`src/rtl/bram_fifo_ctrl.sv`:
```
// FIFO controller driving an external true dual-port BRAM: port A writes, port B reads
// into a 2-entry out/skid stage that presents a first-word-fall-through stream.
module bram_fifo_ctrl #(
  parameter int RAM_WIDTH     = 16,
  parameter int RAM_ADDR_BITS = 3
) (
  input  logic                       clk_i,
  input  logic                       rst_i,
  input  logic [RAM_WIDTH-1:0]       s_data_i,
  input  logic                       s_valid_i,
  output logic                       s_ready_o,
  output logic [RAM_WIDTH-1:0]       m_data_o,
  output logic                       m_valid_o,
  input  logic                       m_ready_i,
  output logic [RAM_ADDR_BITS+1:0]   count_o,
  output logic [RAM_ADDR_BITS-1:0]   ram_addr_a_o,
  output logic [RAM_WIDTH-1:0]       ram_data_a_o,
  output logic                       ram_we_a_o,
  output logic                       ram_en_a_o,
  output logic [RAM_ADDR_BITS-1:0]   ram_addr_b_o,
  output logic                       ram_en_b_o,
  input  logic [RAM_WIDTH-1:0]       ram_data_b_i
);
  localparam int RAM_DEPTH = 2**RAM_ADDR_BITS;
  localparam int CW        = RAM_ADDR_BITS + 2;

  logic [RAM_ADDR_BITS-1:0] wr_ptr, rd_ptr;
  logic [RAM_ADDR_BITS:0]   ram_cnt, ram_cnt_nxt;
  logic                     out_v, skid_v, rd_pend;
  logic                     out_v_nxt, skid_v_nxt;
  logic [RAM_WIDTH-1:0]     skid_data;
  logic                     push, pop;
  logic [2:0]               occ;

  assign push = s_valid_i & s_ready_o;
  assign pop  = out_v & m_ready_i;

  assign ram_en_a_o   = push;
  assign ram_we_a_o   = push;
  assign ram_addr_a_o = wr_ptr;
  assign ram_data_a_o = s_data_i;

  // Only issue a read if the stage will have room for it once it returns;
  // compare against 2+pop to avoid underflow in the subtraction.
  assign occ          = 3'(out_v) + 3'(skid_v) + 3'(rd_pend);
  assign ram_en_b_o   = (ram_cnt != '0) && (occ < (3'd2 + 3'(pop)));
  assign ram_addr_b_o = rd_ptr;

  assign m_valid_o = out_v;

  always_comb begin
    ram_cnt_nxt = ram_cnt;
    if (push && !ram_en_b_o)      ram_cnt_nxt = ram_cnt + 1'b1;
    else if (!push && ram_en_b_o) ram_cnt_nxt = ram_cnt - 1'b1;
  end

  always_comb begin
    out_v_nxt  = out_v;
    skid_v_nxt = skid_v;
    if (pop) begin
      if (skid_v) skid_v_nxt = rd_pend;
      else        out_v_nxt  = rd_pend;
    end else if (!out_v && rd_pend) begin
      out_v_nxt = 1'b1;
    end else if (rd_pend) begin
      skid_v_nxt = 1'b1;
    end
  end

  always_ff @(posedge clk_i or posedge rst_i) begin
    if (rst_i) begin
      wr_ptr    <= '0;
      rd_ptr    <= '0;
      ram_cnt   <= '0;
      out_v     <= 1'b0;
      skid_v    <= 1'b0;
      rd_pend   <= 1'b0;
      m_data_o  <= '0;
      skid_data <= '0;
      count_o   <= '0;
      s_ready_o <= 1'b0;
    end else begin
      if (push)       wr_ptr <= wr_ptr + 1'b1;
      if (ram_en_b_o) rd_ptr <= rd_ptr + 1'b1;
      ram_cnt   <= ram_cnt_nxt;
      rd_pend   <= ram_en_b_o;
      out_v     <= out_v_nxt;
      skid_v    <= skid_v_nxt;
      s_ready_o <= (ram_cnt_nxt < (RAM_ADDR_BITS+1)'(RAM_DEPTH));
      count_o   <= CW'(ram_cnt_nxt) + CW'(out_v_nxt) + CW'(skid_v_nxt) + CW'(ram_en_b_o);
      // Data moves mirror the valid updates above.
      if (pop) begin
        if (skid_v) begin
          m_data_o <= skid_data;
          if (rd_pend) skid_data <= ram_data_b_i;
        end else if (rd_pend) begin
          m_data_o <= ram_data_b_i;
        end
      end else if (!out_v && rd_pend) begin
        m_data_o <= ram_data_b_i;
      end else if (rd_pend) begin
        skid_data <= ram_data_b_i;
      end
    end
  end
endmodule

```
`config.mk`:
```
export PLATFORM = sky130hd
export DESIGN_NAME = bram_fifo_ctrl
export DESIGN_NICKNAME = d
export VERILOG_FILES = /design/src/rtl/bram_fifo_ctrl.sv
export SDC_FILE = /design/constraint.sdc
export NUM_CORES = 1
export LEC_CHECK = 0
export CORE_ASPECT_RATIO = 1.5
export CORE_UTILIZATION = 41
export DETAILED_ROUTE_END_ITERATION = 8
export PLACE_DENSITY_LB_ADDON = 0.1
export SYNTH_ARGS = -nofsm -noshare
export SYNTH_HDL_FRONTEND = slang
export SYNTH_SLANG_ARGS = --single-unit
```
`constraint.sdc`:
```
create_clock -name clk_i -period 2.7 [get_ports clk_i]
set_input_delay 0.54 -clock clk_i [delete_from_list [all_inputs] [get_ports clk_i]]
set_output_delay 0.54 -clock clk_i [all_outputs]
set_load 0.01 [all_outputs]
```
After elaboration in Yosys (flattened, before gate mapping)
Cells that the tools add are included.
Widths: inputs -> output; s select.
{ "classes": {"mux": 17, "n_eq_ne": 3, "n_addsub": 10, "bitwise": 2, "n_reduce_logical": 11, "n_lt_le_gt_ge": 2} }
{ "op_table": {"columns": ["operator", "count"], "rows": [
  ["$mux 16", 8],
  ["$add 5x1->5", 2],
  ["$mux 4", 2],
  ["$mux 1", 7],
  ["$add 3x1->3 const B", 2],
  ["$add 4x1->5", 1],
  ["$add 4x1->4 const B", 1],
  ["$logic_and 1x1->1", 4],
  ["$lt 4x4->1 const B", 1],
  ["$ne 2x2->1 const B", 2],
  ["$reduce_and 2->1", 2],
  ["$reduce_bool 4->1", 1],
  ["$sub 4x1->4 const B", 1],
  ["$add 2x1->3", 1],
  ["$add 2x1->3 const A", 1],
  ["$logic_not 1->1", 3],
  ["$lt 3x3->1", 1],
  ["$ne 3x3->1 const B", 1],
  ["$add 1x1->2", 1],
  ["$and 1x1->1", 2],
  ["$reduce_bool 2->1", 1]
]} }
{ "totals": {"in_bits": 36, "reg_bits": 51, "out_inout_bits": 48, "elab_cells": 55} }

Depth between registers and ports, before layout
Gate-level depths: netlist (run 1).
{ "logic_depth": {"word_depth": 10, "ltp_mapped": 12, "ltp_nobuf": 12} }

Least setup slack after synthesis (run 1)
No wires, ideal clock.
{ "synth_timing": {"path_type": "register to register", "start": "register out_v, in the netlist m_valid_o", "end": "register count_o[3]", "path_slack_ns": -0.208, "arrival_time_ns": 2.786, "period_less_slack_ns": 2.908, "n_path_buf": 0, "t_required_ns": 2.578, "setup_ns": 0.122, "stages_incl_launch_ff": 12, "path_cell_list": "dfrtp_1 > fa_1 > nand3b_2 > a21oi_4 > maj3_1 > nor2_1 > a21oi_1 > ha_1 > a21oi_1 > nor2_1 > mux2_4 > xnor2_2"} }
{ "synth_between": {"elab_chain_len": 10, "elab_cells_between_ends": 21, "classes_between": "add/sub: 6; order compare: 1; mux: 7; bitwise: 1; reduce/logical: 6"} }
{ "synth_lines": {"columns": ["element", "line_no", "text"], "rows": [
  ["start, declared", "29", "logic out_v, skid_v, rd_pend;"],
  ["start signal, assigned", "87", "out_v <= out_v_nxt;"],
  ["$add 1x1->2 or $and 1x1->1 (tied branches)", "45, 36", null],
  ["$add 2x1->3 (on tied branches)", "45, 46", null],
  ["$lt 3x3->1 (*)", "46", "assign ram_en_b_o = (ram_cnt != '0) && (occ < (3'd2 + 3'(pop)));"],
  ["$logic_and 1x1->1 (*)", "46", null],
  ["named net ram_en_b_o", "21", "output logic ram_en_b_o,"],
  ["$logic_and 1x1->1 or $logic_not 1->1 (tied branches)", "54, 53", null],
  ["$mux 4 or $logic_and 1x1->1 (tied branches)", "54, 53", null],
  ["$mux 4 (*)", "53", "if (push && !ram_en_b_o) ram_cnt_nxt = ram_cnt + 1'b1;"],
  ["named net ram_cnt_nxt[1]", "28", "logic [RAM_ADDR_BITS:0] ram_cnt, ram_cnt_nxt;"],
  ["$add 4x1->5 (*)", "90", "count_o <= CW'(ram_cnt_nxt) + CW'(out_v_nxt) + CW'(skid_v_nxt) + CW'(ram_en_b_o);"],
  ["$add 5x1->5 (*) (2 in series)", "90", null],
  ["end signal, assigned", "90", null],
  ["end, declared", "15", "output logic [RAM_ADDR_BITS+1:0] count_o,"]
]} }
The timed path passes the listed nets; every way through them passes the cells marked *.
A chain may end at the register's enable or synchronous reset.

Final worst setup path (run 1)
{ "layout_timing": {"start": "register skid_v", "end": "register count_o[3]"} }
{ "layout_between": {"elab_chain_len": 10, "elab_cells_between_ends": 18, "classes_between": "add/sub: 5; order compare: 1; mux: 8; reduce/logical: 4"} }
{ "layout_lines": {"columns": ["element", "line_no", "text"], "rows": [
  ["start, declared", "29", null],
  ["start signal, assigned", "88", "skid_v <= skid_v_nxt;"],
  ["$add 1x1->2 (*)", "45", "assign occ = 3'(out_v) + 3'(skid_v) + 3'(rd_pend);"],
  ["$add 2x1->3 (*)", "45", null],
  ["$lt 3x3->1 (*)", "46", null],
  ["$logic_and 1x1->1 (*)", "46", null],
  ["$logic_and 1x1->1 or $logic_not 1->1 (tied branches)", "54, 53", null],
  ["$mux 4 or $logic_and 1x1->1 (tied branches)", "54, 53", null],
  ["$mux 4 (*)", "53", null],
  ["named net ram_cnt_nxt[1]", "28", null],
  ["$add 4x1->5 (*)", "90", null],
  ["$add 5x1->5 (*) (2 in series)", "90", null]
]} }
Marks and branches as above.

==> flow_summary.ini, run 1 <==
[sta]
finalSetupViolations = 0
slew_headroom_pct = 69.1
final-hold-violation-count = 0
grt_setup_unrepaired = true
slew_viol_final = 0
fmax_mhz = 376
fin_setup_tns_ns = 0
hold_slack_ns = 0.479
skew_ns = 0.00405
timing.final.crit_share_pct = 98.5
worst_pin_slew_ns = 0.463
fin_crit_ns = 2.66
fin_ws_ns = 0.0416

[floorplanning]
die_h_um = 97.9
die_area_um2 = 6450
io_pins = 84
core_area_um2 = 5870
start_util_pct = 42.8
core.rowCount = 34
dieWidth_um = 65.9

[placement]
hpwl_um = 3290
io_buffers = 51
preCtsSetupSlack_ns = -0.142
gp_congestion = 0.732

[global_routing]
grt_pass1_wl_um = 7640
grtUsageTotal_pct = 15.5
grt_remaining_overflow = 0
grt_pass1_vias = 1622
antenna_found_initial = 0
grt_max_degree = 33

[drt]
vias = 1625
ant_nets = 0
drt_wl_total_um = 4480
initialDrtViolationCount = 69
first_pass_iters = 2
viasPerCell = 4.82
drc = 0
post_drt_wl_per_cell_um = 13.3

[yosys]
syn-num-nets = 260
ys_seq_area_share_pct = 50.8
netlist_instances = 212
synth-xor-area-share_pct = 4.03
synth_area_leaders = dfrtp_1 51%, mux2_2 8.1%, mux2i_1 6.4%
yosysWarnings = 0
synth_ff_type = dfrtp_1
synthDistinctLibCells = 37
synth_top_area_share_pct = 50.8
syn_area_per_cell_um2 = 11.9
synth_top_family_by_area = multiplexers
synth_mux_area_share_pct = 15.6
synth_common_cells = 51 x dfrtp_1, 24 x nand2_1, 18 x mux2_2
synthArstFlopShare_pct = 100
synth_compound_area_share_pct = 6.82
synth_top_area_cell = dfrtp_1
synth-edff-count = 0
synthAdderAreaFrac_pct = 7.37
synth-simple-area-share_pct = 7.17
yosysMostFrequentCell = dfrtp_1
ys_seq_elements = 51
netlist_area_um2 = 2510

[finish]
areaGrowthSynthToFinish_pct = 29.1
antenna_cells = 0
fin_nets = 313
drive_gt1_share_pct = 24.2
fill_cells = 548

[worst_setup_path]
path_cells = fa_1, nand3b_4, a21oi_4, maj3_2, nor2_4, a21oi_2, ha_1, a21oi_2, nor2_1, mux2_4, xnor2_2
critPathMaxFanout = 4
crit_path_end_kind = flop
worst_ep_required_time_ns = 2.88
start_kind = flop
critPathSlowestCell = fa_1
crit_top_cell = a21oi_2
crit_type = flop to flop
critPathMaxStageDelay_ns = 0.53
cp.arrival_ns = 2.84

[power_and_ir_drop]
p_int_w = 0.00290
pwr-share-comb_pct = 57.6
clock_power_share_pct = 11.3
switching_power_w = 0.00162
pwr_density_cell_nw_per_um2 = 1390
peakVddDrop_mv = 0.966
p_leak_nw = 1.52
pwr-share-seq_pct = 31.1
sw_frac_of_total_pct = 35.9

[clock_tree]
cts_made_buffers = 5
clkTransAtPathRegs_ns = 0.09
h-tree-depth = 2
worst_skew_pair.late_latency_ns = 0.29
cts_buffer_depth = 2
clockRootBuffer = clkbuf_8
cts_tree = done
cts.sinks = 51

[run_status]
status = finished clean

[run]
cap_viol_max_count = 0

[min_path]
min_path_type = flop to flop
==> worst max-delay path: cells and delay by family (launching register included) <==
kind | cells | cell delay, ns
AOI/OAI and AO/OA | 3 | 0.28
xor gates and xnor gates | 1 | 0.13
DFF | 1 | 0.41
muxes | 1 | 0.28
and+or+nand+nor | 3 | 0.30
adders and majority gates | 3 | 1.16
==> power groups by stage <==
stage	Clock, W	Sequential, W	Combinational [W]
CTS	0.000532	0.00141	0.00263
finish	0.000511	0.00140	0.00261
global placement	0	0.00141	0.00260
detailed placement	0	0.00142	0.00263
floorplan	0	0.00151	0.00156
global route	0.000560	0.00146	0.00291
==> cells by family after synthesis <==
family,count (synthesis)
buffers and inverters,37
and+or+nand+nor,37
xor gates and xnor gates,9
muxes,36
DFF,51
AOI/OAI and AO/OA,28
adders and majority gates,14
==> final timing paths <==
path	depth (start not counted)	end	slack [ns]	start
max	11	count_o[3]$_DFF_PP0_	0.04	skid_v$_DFF_PP0_
min in group asynchronous	2	ram_addr_b_o[2]$_DFFE_PP0P_	0.57	rst_i
max reg2reg	11	count_o[3]$_DFF_PP0_	0.04	skid_v$_DFF_PP0_
min reg2reg	1	ram_addr_b_o[2]$_DFFE_PP0P_	0.48	ram_addr_b_o[2]$_DFFE_PP0P_
max in group asynchronous	3	ram_addr_a_o[2]$_DFFE_PP0P_	1.61	rst_i
min	1	ram_addr_b_o[2]$_DFFE_PP0P_	0.48	ram_addr_b_o[2]$_DFFE_PP0P_
==> placed cells by master, fill, tap and decap left out, drive strengths merged, types with 2 or more instances in the layout <==
master         count
ha                10
clkbuf             5
buf               18
nor2               3
nor3               2
mux2i             16
nand2             24
inv               13
mux2              20
clkdlybuf4s50     50
xnor2              7
o21ai             18
a21o               2
a21oi              5
maj3               2
xor2               2
fa                 2
dfrtp             51
==> metrics by stage <==
step,instance area (µm²),power (W),instances,util [%]
after CTS,3230,0.00457,336,55.0
after global routing,3240,0.00492,337,55.3
after global placement,3120,0.00401,329,53.2
after detailed placement,3120,0.00405,329,53.2
final,3240,0.00452,337,55.3
after floorplan,2530,0.00307,212,-
==> what timing repair did <==
item	CTS	global route
setup endpoints to repair	1	1
setup buffers	0	1
pin swaps	0	2
gates resized for setup	2	2
hold endpoints to repair	0	0
cloned	0	0
hold buffers	0	0
==> layout make-up <==
cell class	instances	area (µm²)	area share, %
inverters	14	52.6	1.62
flip-flops and latches	51	1280	39.4
repair buffers	69	661	20.4
clock inverters	2	37.5	1.16
multi-input cells	124	1060	32.6
well taps	72	90.1	2.78
clock buffers	5	68.8	2.12
==> per-layer routing <==
layer / global-route usage, % / share of wire, %
met5: 0 / 0
met1: 19.4 / 42
met3: 4.91 / 4.8
met2: 25.3 / 53
met4: 4.91 / 1.0
==> state kept, by name, summed over array words and instances (netlist names) <==
signal	cells
s_ready_o	1
m_valid_o	1
count_o	5
ram_cnt	4
ram_addr_a_o	3
skid_data	16
ram_addr_b_o	3
rd_pend	1
skid_v	1
m_data_o	16
Note: power is estimated with default switching activity, not from simulation.
==> inputs of run 2 (changes only) <==
- ABC_AREA: not set -> 1
- CORE_UTILIZATION: 41 -> 42
- RECOVER_POWER: not set -> 25
==> flow_summary.ini, run 2 <==
[sta]
final-hold-violation-count = 0
fin_setup_tns_ns = 0
fmax_mhz = 400
fin_crit_ns = 2.50
skew_ns = 0.00897
slew_viol_final = 0
worst_pin_slew_ns = 0.862
slew_headroom_pct = 42.4
timing.final.crit_share_pct = 92.6
fin_ws_ns = 0.199
grt_setup_unrepaired = false
finalSetupViolations = 0

[worst_setup_path]
reg2reg_to = count_o[3]$_DFF_PP0_
worst_ep_required_time_ns = 2.94
critPathSlowestCell = fa_1
start_kind = flop
crit_end = count_o[3]$_DFF_PP0_
r2r_setup_slack_ns = 0.20
path_cells = fa_1, inv_1, nand3_1, nand2_2, nand2_4, nand2_8, inv_4, o31ai_2, inv_2, ha_1, a21o_1, nand3_1, nand2_1, nand2_1
cp.depth = 14
critPathMaxStageDelay_ns = 0.48
cp.arrival_ns = 2.74
critPathMaxFanout = 7
reg2reg_from = m_valid_o$_DFF_PP0_
crit_buf_inv = 3
rr_worst_depth = 14
path_delay_family = adder cells
crit_path_end_kind = flop
critPathLaunch = m_valid_o$_DFF_PP0_
crit_type = flop to flop

[clock_tree]
cts.sinks = 51
cts_tree = done
h-tree-depth = 2
cts_made_buffers = 5
post-cts-setup-buffer-count = 0
hold_buffers = 0
cts-resized-gates = 1
clkTransAtPathRegs_ns = 0.09
cts_buffer_depth = 2
worst_skew_pair.late_latency_ns = 0.30
clockRootBuffer = clkbuf_8

[power_and_ir_drop]
peakVddDrop_mv = 0.766
p_leak_nw = 1.54
pwr_density_cell_nw_per_um2 = 1400

[yosys]
synth_top_area_share_pct = 47.3
netlist_area_um2 = 2700
syn_area_per_cell_um2 = 10.3
netlist_instances = 261
synth_area_leaders = dfrtp_1 47%, mux2_4 5.6%, nand2_1 5.6%
ys_seq_area_share_pct = 47.3
synth_common_cells = 51 x dfrtp_1, 40 x nand2_1, 21 x nand3_1, 21 x nor2_1, 19 x buf_4
synth-edff-count = 0
yosysWarnings = 0
synthArstFlopShare_pct = 100
yosysMostFrequentCell = dfrtp_1
synth_top_area_cell = dfrtp_1
synthDistinctLibCells = 34
syn-num-nets = 309
ys_seq_elements = 51
synth_ff_type = dfrtp_1

[global_routing]
antenna_found_initial = 0
use_met3_pct = 3.18
met2_usage_pct = 29.5
grtUsageTotal_pct = 16.4
top_usage_layer = met2
grt_pass1_wl_um = 8290
grt_pass1_vias = 1759
grt_max_degree = 33
met1_usage_pct = 18.8
grt_remaining_overflow = 0

[run]
cap_viol_max_count = 0

[drt]
post_drt_wl_per_cell_um = 13.6
viasPerCell = 4.86
initialDrtViolationCount = 94
vias = 1831
ant_nets = 0
drt_wl_total_um = 5140
first_pass_iters = 4
drc = 0

[run_status]
status = finished clean

[floorplanning]
die_area_um2 = 6760
core.rowCount = 35
die_h_um = 100
io_pins = 84
dieWidth_um = 67.5
core_area_um2 = 6170
start_util_pct = 43.7

[finish]
fill_cells = 571
areaGrowthSynthToFinish_pct = 23.2
final_common_cell = dfrtp_1
reg.largest.list = m_data_o x16, skid_data x16, count_o x5
drive_gt1_share_pct = 20.1
fin_nets = 350
final_cell_mix = 51 x dfrtp_1, 49 x clkdlybuf4s50_1, 40 x nand2_1
antenna_cells = 0
fin_util_pct = 53.9

[placement]
hpwl_um = 3680
gp_congestion = 0.803
io_buffers = 51
preCtsSetupSlack_ns = 0.0623

[min_path]
min_path_type = flop to flop
min-delay-start = ram_addr_a_o[2]$_DFFE_PP0P_
## run 2: worst reg2reg max path, delay by kind of cell (launching register included)
kind | cells | cell delay, ns
AO/OA/AOI/OAI | 2 | 0.49
AND/OR/NAND/NOR | 7 | 0.61
buffers and inverters | 3 | 0.19
adder cells (fa/ha/maj) | 2 | 0.77
flip-flops | 1 | 0.41
## run 2: logic make-up after synthesis
kind of cell,share of synthesized area [%]
AO/OA/AOI/OAI,6.81
XOR/XNOR,2.55
adder cells (fa/ha/maj),6.12
buffers and inverters,10.4
flip-flops,47.3
multiplexers,8.07
AND/OR/NAND/NOR,18.8
## run 2: how the worst min path moves through the flow
stage / end / slack, ns / cells past startpoint
final: ram_addr_a_o[2]$_DFFE_PP0P_ / 0.48 / 1
after detailed placement: ram_addr_a_o[2]$_DFFE_PP0P_ / 0.47 / 1
after global placement: ram_addr_a_o[2]$_DFFE_PP0P_ / 0.46 / 1
after floorplan: skid_data[10]$_DFFE_PP0P_ / 0.48 / 1
after CTS: ram_addr_a_o[2]$_DFFE_PP0P_ / 0.48 / 1
after global routing: ram_addr_b_o[2]$_DFFE_PP0P_ / 0.50 / 1
## run 2: per-layer routing
layer / share of wire (%) / routed length (µm)
met2: 54 / 2790
met4: 1.1 / 57
met3: 2.9 / 151
met5: 0 / 0
met1: 42 / 2140
## run 2: power breakdown
part	internal, W	switching (W)
combinational	0.00129	0.00135
sequential	0.00118	0.000234
clock	0.000370	0.000244
## run 2: final cells by class
class | count | area [µm²] | share of cell area, %
clock buffers | 6 | 72.6 | 2.18
clock inverters | 2 | 60.1 | 1.81
inverters | 24 | 92.6 | 2.78
multi-input cells | 160 | 1140 | 34.3
flip-flops and latches | 51 | 1280 | 38.4
well taps | 74 | 92.6 | 2.78
repair buffers | 60 | 589 | 17.7
## run 2: stage by stage
step / total power (W) / std cells / instance area, µm² / hold slack, ns
3_3_place_gp: 0.00410 / 369 / 3190 / 0.465
6_report: 0.00467 / 377 / 3330 / 0.477
5_1_grt: 0.00506 / 377 / 3330 / 0.501
4_1_cts: 0.00475 / 377 / 3330 / 0.483
2_1_floorplan: 0.00326 / 261 / 2700 / 0.480
3_5_place_dp: 0.00413 / 369 / 3190 / 0.466
